<file path="config.mk">
export PLATFORM = sky130hd
export DESIGN_NAME = lot_gate_sequencer_flat
export DESIGN_NICKNAME = d
export VERILOG_FILES = /design/src/rtl/lot_gate_sequencer_if.sv /design/src/rtl/lot_gate_sequencer.sv /design/src/flat_wrapper.sv
export SDC_FILE = /design/constraint.sdc
export NUM_CORES = 1
export LEC_CHECK = 0
export BUFFER_PORTS_ARGS = -buffer_cell sky130_fd_sc_hd__buf_2
export CAP_MARGIN = 20
export CORE_ASPECT_RATIO = 1.5
export CORE_UTILIZATION = 55
export CTS_BUF_LIST = sky130_fd_sc_hd__clkbuf_8 sky130_fd_sc_hd__clkbuf_16
export DETAILED_ROUTE_END_ITERATION = 8
export PLACE_DENSITY_LB_ADDON = 0.25
export SLEW_MARGIN = 10
export SYNTH_ARGS = -nofsm -noshare
export SYNTH_HDL_FRONTEND = slang
export SYNTH_SLANG_ARGS = --single-unit
</file>
<file path="constraint.sdc">
create_clock -name clock -period 4.3 [get_ports clock]
set_input_delay 0.43 -clock clock [delete_from_list [all_inputs] [get_ports clock]]
set_output_delay 0.43 -clock clock [all_outputs]
set_load 0.01 [all_outputs]
</file>
<file path="src/rtl/lot_gate_sequencer_if.sv">
// ---------------------------------------------------------------------------
// lot_gate_sequencer_if
// Groups the gate sequencer's sensor inputs and tracker-facing outputs.
//   master : drives the raw sensor/button levels and observes the outputs
//   slave  : the sequencer itself
// Signals:
//   sensor_a, sensor_b, hour_btn   raw asynchronous levels (1 = active)
//   car_in, car_out                one-cycle entry/exit pulses
//   occupancy, full, empty         lot occupancy and its flags
//   hour, wr_en                    one-cycle hour / RAM write strobes
//   hours_elapsed, day_done, start hour count, sticky day flag, sweep start
// ---------------------------------------------------------------------------
interface lot_gate_sequencer_if #(
  parameter int OCC_W = 4,
  parameter int HE_W  = 4
);
  logic             sensor_a;
  logic             sensor_b;
  logic             hour_btn;
  logic             car_in;
  logic             car_out;
  logic [OCC_W-1:0] occupancy;
  logic             full;
  logic             empty;
  logic             hour;
  logic             wr_en;
  logic [HE_W-1:0]  hours_elapsed;
  logic             day_done;
  logic             start;

  modport master (
    output sensor_a, sensor_b, hour_btn,
    input  car_in, car_out, occupancy, full, empty,
    input  hour, wr_en, hours_elapsed, day_done, start
  );

  modport slave (
    input  sensor_a, sensor_b, hour_btn,
    output car_in, car_out, occupancy, full, empty,
    output hour, wr_en, hours_elapsed, day_done, start
  );
endinterface

</file>
<file path="src/rtl/lot_gate_sequencer.sv">
// ---------------------------------------------------------------------------
// lot_gate_sequencer
// Front end of the parking-lot tracker. Synchronizes two photo-sensor beams
// and the hour button, decodes beam order into car_in/car_out pulses, keeps a
// saturating occupancy count, and issues hour/wr_en strobes plus a single
// start pulse once the day's last hour has been logged.
// Ports:
//   clock  rising-edge system clock
//   reset  asynchronous active-high reset
//   bus    lot_gate_sequencer_if.slave (sensor inputs, all status outputs)
// ---------------------------------------------------------------------------
module lot_gate_sequencer #(
  parameter int CAPACITY = 3,
  parameter int OCC_W    = 4,
  parameter int HOURS    = 8
) (
  input  logic                 clock,
  input  logic                 reset,
  lot_gate_sequencer_if.slave  bus
);

  localparam int HE_W = $clog2(HOURS) + 1;

  typedef enum logic [2:0] {
    IDLE  = 3'd0,
    EN_A  = 3'd1,
    EN_AB = 3'd2,
    EN_B  = 3'd3,
    EX_B  = 3'd4,
    EX_BA = 3'd5,
    EX_A  = 3'd6,
    ABORT = 3'd7
  } gate_state_t;

  logic        sa_meta_r, sa_sync_r;
  logic        sb_meta_r, sb_sync_r;
  logic        hb_meta_r, hb_sync_r;
  logic        hb_prev_r;
  logic [1:0]  ab_s;

  gate_state_t state_r, state_next_s;
  logic        car_in_s, car_out_s;
  logic        car_in_r, car_out_r;
  logic [OCC_W-1:0] occupancy_r;

  logic        hour_strobe_s;
  logic        hour_r;
  logic [HE_W-1:0] hours_r;
  logic        day_done_r, day_done_d_r;
  logic        start_r;

  // Two-flop synchronizers for the three raw asynchronous inputs.
  always_ff @(posedge clock or posedge reset) begin
    if (reset) begin
      sa_meta_r <= 1'b0;
      sa_sync_r <= 1'b0;
      sb_meta_r <= 1'b0;
      sb_sync_r <= 1'b0;
      hb_meta_r <= 1'b0;
      hb_sync_r <= 1'b0;
    end else begin
      sa_meta_r <= bus.sensor_a;
      sa_sync_r <= sa_meta_r;
      sb_meta_r <= bus.sensor_b;
      sb_sync_r <= sb_meta_r;
      hb_meta_r <= bus.hour_btn;
      hb_sync_r <= hb_meta_r;
    end
  end

  assign ab_s = {sa_sync_r, sb_sync_r};

  // Direction FSM state register.
  always_ff @(posedge clock or posedge reset) begin
    if (reset) begin
      state_r <= IDLE;
    end else begin
      state_r <= state_next_s;
    end
  end

  // Direction FSM next state; entry walks a -> ab -> b -> clear, exit mirrors.
  always_comb begin
    state_next_s = state_r;
    car_in_s     = 1'b0;
    car_out_s    = 1'b0;
    case (state_r)
      IDLE: begin
        case (ab_s)
          2'b10:   state_next_s = EN_A;
          2'b01:   state_next_s = EX_B;
          2'b11:   state_next_s = ABORT;
          default: state_next_s = IDLE;
        endcase
      end
      EN_A: begin
        case (ab_s)
          2'b11:   state_next_s = EN_AB;
          2'b00:   state_next_s = IDLE;   // backed out, not counted
          2'b01:   state_next_s = ABORT;
          default: state_next_s = EN_A;
        endcase
      end
      EN_AB: begin
        case (ab_s)
          2'b01:   state_next_s = EN_B;
          2'b10:   state_next_s = EN_A;
          2'b00:   state_next_s = ABORT;
          default: state_next_s = EN_AB;
        endcase
      end
      EN_B: begin
        case (ab_s)
          2'b00: begin
            state_next_s = IDLE;
            car_in_s     = 1'b1;
          end
          2'b11:   state_next_s = EN_AB;
          2'b10:   state_next_s = ABORT;
          default: state_next_s = EN_B;
        endcase
      end
      EX_B: begin
        case (ab_s)
          2'b11:   state_next_s = EX_BA;
          2'b00:   state_next_s = IDLE;
          2'b10:   state_next_s = ABORT;
          default: state_next_s = EX_B;
        endcase
      end
      EX_BA: begin
        case (ab_s)
          2'b10:   state_next_s = EX_A;
          2'b01:   state_next_s = EX_B;
          2'b00:   state_next_s = ABORT;
          default: state_next_s = EX_BA;
        endcase
      end
      EX_A: begin
        case (ab_s)
          2'b00: begin
            state_next_s = IDLE;
            car_out_s    = 1'b1;
          end
          2'b11:   state_next_s = EX_BA;
          2'b01:   state_next_s = ABORT;
          default: state_next_s = EX_A;
        endcase
      end
      ABORT: begin
        if (ab_s == 2'b00) begin
          state_next_s = IDLE;
        end else begin
          state_next_s = ABORT;
        end
      end
      default: state_next_s = IDLE;
    endcase
  end

  // Registered car pulses and saturating occupancy, updated on the same edge.
  always_ff @(posedge clock or posedge reset) begin
    if (reset) begin
      car_in_r    <= 1'b0;
      car_out_r   <= 1'b0;
      occupancy_r <= '0;
    end else begin
      car_in_r  <= car_in_s;
      car_out_r <= car_out_s;
      // Pulses still fire at the limits; only the count saturates.
      if (car_in_s) begin
        if (occupancy_r != OCC_W'(CAPACITY)) begin
          occupancy_r <= occupancy_r + {{(OCC_W-1){1'b0}}, 1'b1};
        end else begin
          occupancy_r <= occupancy_r;
        end
      end else if (car_out_s) begin
        if (occupancy_r != {OCC_W{1'b0}}) begin
          occupancy_r <= occupancy_r - {{(OCC_W-1){1'b0}}, 1'b1};
        end else begin
          occupancy_r <= occupancy_r;
        end
      end else begin
        occupancy_r <= occupancy_r;
      end
    end
  end

  // A held button yields one strobe; strobes stop once the day is complete.
  assign hour_strobe_s = hb_sync_r & ~hb_prev_r & ~day_done_r;

  // Hour strobe, hour counter, sticky day_done and the delayed start pulse.
  always_ff @(posedge clock or posedge reset) begin
    if (reset) begin
      hb_prev_r    <= 1'b0;
      hour_r       <= 1'b0;
      hours_r      <= '0;
      day_done_r   <= 1'b0;
      day_done_d_r <= 1'b0;
      start_r      <= 1'b0;
    end else begin
      hb_prev_r    <= hb_sync_r;
      hour_r       <= hour_strobe_s;
      day_done_d_r <= day_done_r;
      start_r      <= day_done_r & ~day_done_d_r;
      if (hour_strobe_s) begin
        hours_r <= hours_r + {{(HE_W-1){1'b0}}, 1'b1};
        if (hours_r == HE_W'(HOURS - 1)) begin
          day_done_r <= 1'b1;
        end else begin
          day_done_r <= day_done_r;
        end
      end else begin
        hours_r    <= hours_r;
        day_done_r <= day_done_r;
      end
    end
  end

  assign bus.car_in        = car_in_r;
  assign bus.car_out       = car_out_r;
  assign bus.occupancy     = occupancy_r;
  assign bus.full          = (occupancy_r == OCC_W'(CAPACITY));
  assign bus.empty         = (occupancy_r == {OCC_W{1'b0}});
  assign bus.hour          = hour_r;
  assign bus.wr_en         = hour_r;
  assign bus.hours_elapsed = hours_r;
  assign bus.day_done      = day_done_r;
  assign bus.start         = start_r;

endmodule

</file>
<file path="src/flat_wrapper.sv">
// flat-port wrapper written by rule: the top's interface ports become plain ports
module lot_gate_sequencer_flat 
#(
  parameter int CAPACITY = 3,
  parameter int OCC_W    = 4,
  parameter int HOURS    = 8
)
  (clock, reset, bus_sensor_a, bus_sensor_b, bus_hour_btn, bus_car_in, bus_car_out, bus_occupancy, bus_full, bus_empty, bus_hour, bus_wr_en, bus_hours_elapsed, bus_day_done, bus_start);
  lot_gate_sequencer_if #(.OCC_W(OCC_W), .HE_W((4))) bus_i ();
  input  logic clock;
  input  logic reset;
  input wire logic [$bits(bus_i.sensor_a)-1:0] bus_sensor_a;
  input wire logic [$bits(bus_i.sensor_b)-1:0] bus_sensor_b;
  input wire logic [$bits(bus_i.hour_btn)-1:0] bus_hour_btn;
  output wire logic [$bits(bus_i.car_in)-1:0] bus_car_in;
  output wire logic [$bits(bus_i.car_out)-1:0] bus_car_out;
  output wire logic [$bits(bus_i.occupancy)-1:0] bus_occupancy;
  output wire logic [$bits(bus_i.full)-1:0] bus_full;
  output wire logic [$bits(bus_i.empty)-1:0] bus_empty;
  output wire logic [$bits(bus_i.hour)-1:0] bus_hour;
  output wire logic [$bits(bus_i.wr_en)-1:0] bus_wr_en;
  output wire logic [$bits(bus_i.hours_elapsed)-1:0] bus_hours_elapsed;
  output wire logic [$bits(bus_i.day_done)-1:0] bus_day_done;
  output wire logic [$bits(bus_i.start)-1:0] bus_start;
  assign bus_i.sensor_a = bus_sensor_a;
  assign bus_i.sensor_b = bus_sensor_b;
  assign bus_i.hour_btn = bus_hour_btn;
  assign bus_car_in = bus_i.car_in;
  assign bus_car_out = bus_i.car_out;
  assign bus_occupancy = bus_i.occupancy;
  assign bus_full = bus_i.full;
  assign bus_empty = bus_i.empty;
  assign bus_hour = bus_i.hour;
  assign bus_wr_en = bus_i.wr_en;
  assign bus_hours_elapsed = bus_i.hours_elapsed;
  assign bus_day_done = bus_i.day_done;
  assign bus_start = bus_i.start;
  lot_gate_sequencer #(.CAPACITY(CAPACITY), .OCC_W(OCC_W), .HOURS(HOURS)) u_core (.clock(clock), .reset(reset), .bus(bus_i));
endmodule
</file>
== Word-level counts from Yosys, hierarchy flattened ==
Cells that the tools add are included.
W data, S select, Z words.
Storage, ports and cells
  register bits after elaboration: 24
  input bits: 5
  logic and storage cells: 63
Cells by class
  add/sub/neg operators: 3
  eq/ne operators: 14
  mux-type cells: 16
  bitwise gates (word level): 6
  reductions and logical operators: 8
Operator list (count)
  $pmux W3 S3: 6
  $pmux W3 S8: 1
  $mux W4: 4
  $eq A3 B3 Y1 const B: 4
  $add A4 B1 Y4 const B: 2
  $eq A3 B2 Y1 const B: 2
  $pmux W2 S3: 1
  $eq A2 B2 Y1 const B: 2
  $eq A4 B2 Y1 const B: 1
  $eq A4 B3 Y1 const B: 1
  $logic_not A4 Y1: 1
  $ne A4 B2 Y1 const B: 1
  $reduce_bool A2 Y1: 2
  $reduce_bool A4 Y1: 1
  $sub A4 B1 Y4 const B: 1
  $and A1 B1 Y1: 3
  $eq A3 B1 Y1 const B: 1
  $logic_not A3 Y1: 1
  $mux W1: 3
  $mux W3: 1
  $not A1 Y1: 3
  $reduce_and A3 Y1: 1
  $eq A2 B1 Y1 const B: 1
  $logic_not A2 Y1: 1
  2 further kinds: 2

== Depth between registers and ports, before layout ==
  word-level depth: 5
  gate-level depth with buffers: 8
  depth with buffers taken out: 7

== Worst setup path before layout ==
OpenSTA, ideal clock, no wires.
  path kind: reg2reg
  start: register u_core.sb_sync_r
  end: register u_core.occupancy_r[3], in the netlist u_core.bus.occupancy[3]
  library setup time: 0.140 ns
  arrival time: 2.252 ns
  data required time: 4.160 ns
  slack: 1.908 ns
  stages on the path, launching flop included: 9
  path buffers: 1
  period minus slack after synthesis: 2.392 ns
  path through: dfrtp_1 -> inv_1 -> ha_1 -> clkbuf_2 -> nand4b_1 -> ha_1 -> a21o_2 -> a21oi_1 -> mux4_1
Between the ends
  longest elaborated chain between the ends: 5
  elaborated cells between the ends (all ways): 9
  classes of those cells: eq/ne: 1; mux: 4; reduce/logical: 4
RTL lines
  start: declaration: RTL line lot_gate_sequencer.sv:36  | logic sb_meta_r, sb_sync_r;
  start signal: assignment: RTL line lot_gate_sequencer.sv:65  | sb_sync_r <= sb_meta_r;
  $logic_not A2 Y1 *: RTL line lot_gate_sequencer.sv:113, lot_gate_sequencer.sv:140
  $mux W1 *: RTL line lot_gate_sequencer.sv:113, lot_gate_sequencer.sv:140
  $mux W1: RTL line lot_gate_sequencer.sv:87  | case (state_r)
  $ne A2 B2 Y1 (no source line) / $reduce_bool A2 Y1 (equally long branches)
  $reduce_and A3 Y1 (no source line)
  end signal: assignment: RTL line lot_gate_sequencer.sv:173  | occupancy_r <= occupancy_r + {{(OCC_W-1){1'b0}}, 1'b1};
  end signal: assignment: RTL line lot_gate_sequencer.sv:175  | occupancy_r <= occupancy_r;
  end signal: assignment: RTL line lot_gate_sequencer.sv:179  | occupancy_r <= occupancy_r - {{(OCC_W-1){1'b0}}, 1'b1};
  end: declaration: RTL line lot_gate_sequencer.sv:44  | logic [OCC_W-1:0] occupancy_r;
Every way passes the cells marked *; elsewhere a longest branch is shown, timed or not.
A chain may end at the register's enable or synchronous reset.

== Final worst setup path ==
Same ends and word-level chain as after synthesis.

==> reports/results.ini <==
[layout]
design_area_um2 = 1380
num-fill-cells = 167
diodes = 0
nets = 142
fin_cells = 145
synthToLayoutAreaGrowth_pct = 11.4
layout-drive-gt1-share_pct = 27.6

[route]
dr.pass1.iters = 4
postRouteAntennaNets = 0
wl_um = 2070
wl_per_cell_um = 14.3
drcViolationCount = 0
via_per_inst = 5.80
drt-initial-drc-count = 25
vias = 841

[clocking]
cts_sinks = 24
path_clk_slew_ps = 70
cts_buffers = 3
cts_root_buf = clkbuf_8
postCtsSetupRepairBufs = 0
cts.htree.levels = 1
clk_latency_ps = 260
cts_buffer_depth = 2
postCtsHoldBufs = 0
ctsResizeCount = 0
cts_tree = yes

[placed_design]
placed_cells = 142
io_buffers = 20
hpwl_um = 1530
gp_congestion = 0.752
placed_area_um2 = 1340
dp_slack_ps = 1670

[logic_synthesis]
synth_warnings = 0
synthFlopType = dfrtp_1
async_reset_ff_share_pct = 100
syn_area_um2 = 1240
synth_cells = 105
ys_seq_elements = 24
synth_top_area_share_pct = 48.5
ys_types = 37
synth_edf_count = 0
yosysMostFrequentCell = dfrtp_1
syn_area_per_cell_um2 = 11.8
synth_top_cell_by_area = dfrtp_1
ys_seq_area_share_pct = 48.5
yosys-top-cells-count = dfrtp_1, ha_1, inv_1, nor2_1, o21ai_0
syn_nets = 122
synth_area_leaders = dfrtp_1, ha_1, mux2_2

[global_route]
antenna_found_initial = 0
grt_overflow = 0
grt_pass1_wl_um = 3270
grt_start_max_net_pins = 25
grt_pass1_vias = 788
gr-usage-all-layers_pct = 19.8

[worst_hold_path]
worstHoldPathCells = 1
min_path_type = in2reg
hp-start = bus_hour_btn
hold_path_end = u_core.hb_meta_r

[floorplanning]
dieArea_um2 = 2450
die_x_um = 40.8
pin_count = 21
die_h_um = 60.1
rows = 20
core_area_um2 = 2080
start_util_pct = 59.6

[setup_path]
r2r-start = u_core.sb_sync_r
path_buf_inv = 1
crit_type = reg2reg
crit_slowest_cell = mux4_1
cp.required_ps = 4430
r2r-end = u_core.bus.occupancy[3]
cp_common_cell = ha_1
crit_fanout = 8
r2r_cells = 7
r2r_setup_slack_ps = 1660
worstPathCellList = inv_1 -> ha_1 -> nand4b_1 -> ha_1 -> a21o_2 -> a21oi_1 -> mux4_1
cp_data_arrival_time_ps = 2770
cp-end-kind = flop
start_kind = flop
critPathTopFamily = adder cells
cpPeakStageDelay_ps = 550

[sta]
fin_tns_setup_ps = 0
hold_viol = 0
finalCriticalPeriod_ps = 2640
fin_crit_sh_pct = 61.5
slew_headroom_pct = 41.7
fin_worst_skew_ps = 7.52
tightest_slew_ps = 874
drv_slew = 0
finalSetupViolations = 0
fmax_ghz = 0.378
rsz0062_at_grt = false
fin_ws_ps = 1660

[power_and_ir_drop]
ir_drop_v = 0.000392
p_per_area_nw_per_um2 = 617
p_leak_nw = 0.691
p_total_mw = 0.851

[outcome]
status = finished, final reports clean

[flow_run]
max-cap-violations = 0

routing by layer:
layer | part of all wire [%] | GRT usage (%) | vias to the layer above
met4 | 0.82 | 10.0 | 0
li1 | - | - | 406
met1 | 44 | 24.4 | 420
met3 | 1.9 | 2.60 | 2
met5 | 0 | 0 | -
met2 | 54 | 32.4 | 13
report_power, final:
part / switching (mW) / internal, mW / leakage (nW) / total, mW
Combinational: 0.145 / 0.174 / 0.380 / 0.318
Sequential: 0.110 / 0.297 / 0.290 / 0.407
Clock: 0.0637 / 0.0624 / 0.0216 / 0.126
kinds of logic (layout without fill, tap and decap cells):
group / count (synthesis) / after routing / synth area share (%)
buffers and inverters: 12 / 30 / 4.34
flip-flops: 24 / 24 / 48.5
AO/OA/AOI/OAI: 19 / 19 / 10.5
multiplexers: 8 / 8 / 8.48
XOR/XNOR: 4 / 4 / 2.83
AND/OR/NAND/NOR: 26 / 26 / 12.6
adder cells (fa/ha/maj): 12 / 12 / 12.7
layout make-up:
type                       instances  area [um2]  area share [%]
multi-input combinational         69         584            42.3
timing repair buffer              20         100            7.25
inverter                           7        26.3            1.90
clock buffer                       3        41.3            2.99
sequential                        24         601            43.5
tap                               22        27.5            1.99
worst max path at each step:
stage	slack, ps	depth (start not counted)	to	startpoint
6_report	1660	7	u_core.bus.occupancy[3]	u_core.sb_sync_r
5_1_grt	1490	7	u_core.bus.occupancy[3]	u_core.sb_sync_r
4_1_cts	1670	7	u_core.bus.occupancy[3]	u_core.sb_sync_r
3_5_place_dp	1670	7	u_core.bus.occupancy[3]	u_core.sb_sync_r
3_3_place_gp	1800	7	u_core.bus.occupancy[3]	u_core.sb_sync_r
2_1_floorplan	1910	8	u_core.bus.occupancy[3]	u_core.sb_sync_r
layout by cell type (no fill, tap or decap), types with 3 or more instances in the layout:
| cell | synthesis | routed |
|---|---|---|
| a21oi_1 | 4 | 4 |
| nor2b_1 | 3 | 3 |
| ha_1 | 11 | 11 |
| mux2i_1 | 3 | 3 |
| mux2_2 | 3 | 3 |
| o21ai_0 | 5 | 5 |
| buf_2 | 3 | 20 |
| nor3_1 | 3 | 3 |
| dfrtp_1 | 24 | 24 |
| clkbuf_8 | 0 | 3 |
| nand2_1 | 4 | 4 |
| inv_1 | 7 | 7 |
| xnor2_1 | 3 | 3 |
| nor2_1 | 6 | 6 |
worst register-to-register path: cells and delay by family, from the launching register on:
kind / cells / cell delay (ps)
AOI/OAI and AO/OA: 2 / 370
adders and majority gates: 2 / 700
buffers and inverters: 1 / 170
DFF: 1 / 430
muxes: 1 / 550
and+or+nand+nor: 1 / 300
state kept, by name, indices dropped and copies added (netlist names):
signal	cells
u_core.bus.car_in	1
u_core.bus.car_out	1
u_core.bus.day_done	1
u_core.bus.hour	1
u_core.bus.hours_elapsed	4
u_core.bus.occupancy	4
u_core.bus.start	1
u_core.day_done_d_r	1
u_core.hb_meta_r	1
u_core.hb_prev_r	1
u_core.hb_sync_r	1
u_core.sa_meta_r	1
u_core.sa_sync_r	1
u_core.sb_meta_r	1
u_core.sb_sync_r	1
u_core.state_r	3
metrics by stage:
| step | util, % | hold WS, ps |
|---|---|---|
| after global placement | 64.5 | 333 |
| final | 66.4 | 281 |
| after CTS | 66.4 | 276 |
| after global routing | 66.4 | 267 |
| after detailed placement | 64.5 | 335 |
| after floorplan | - | 331 |
No activity file was read; power rests on OpenSTA's default activity.
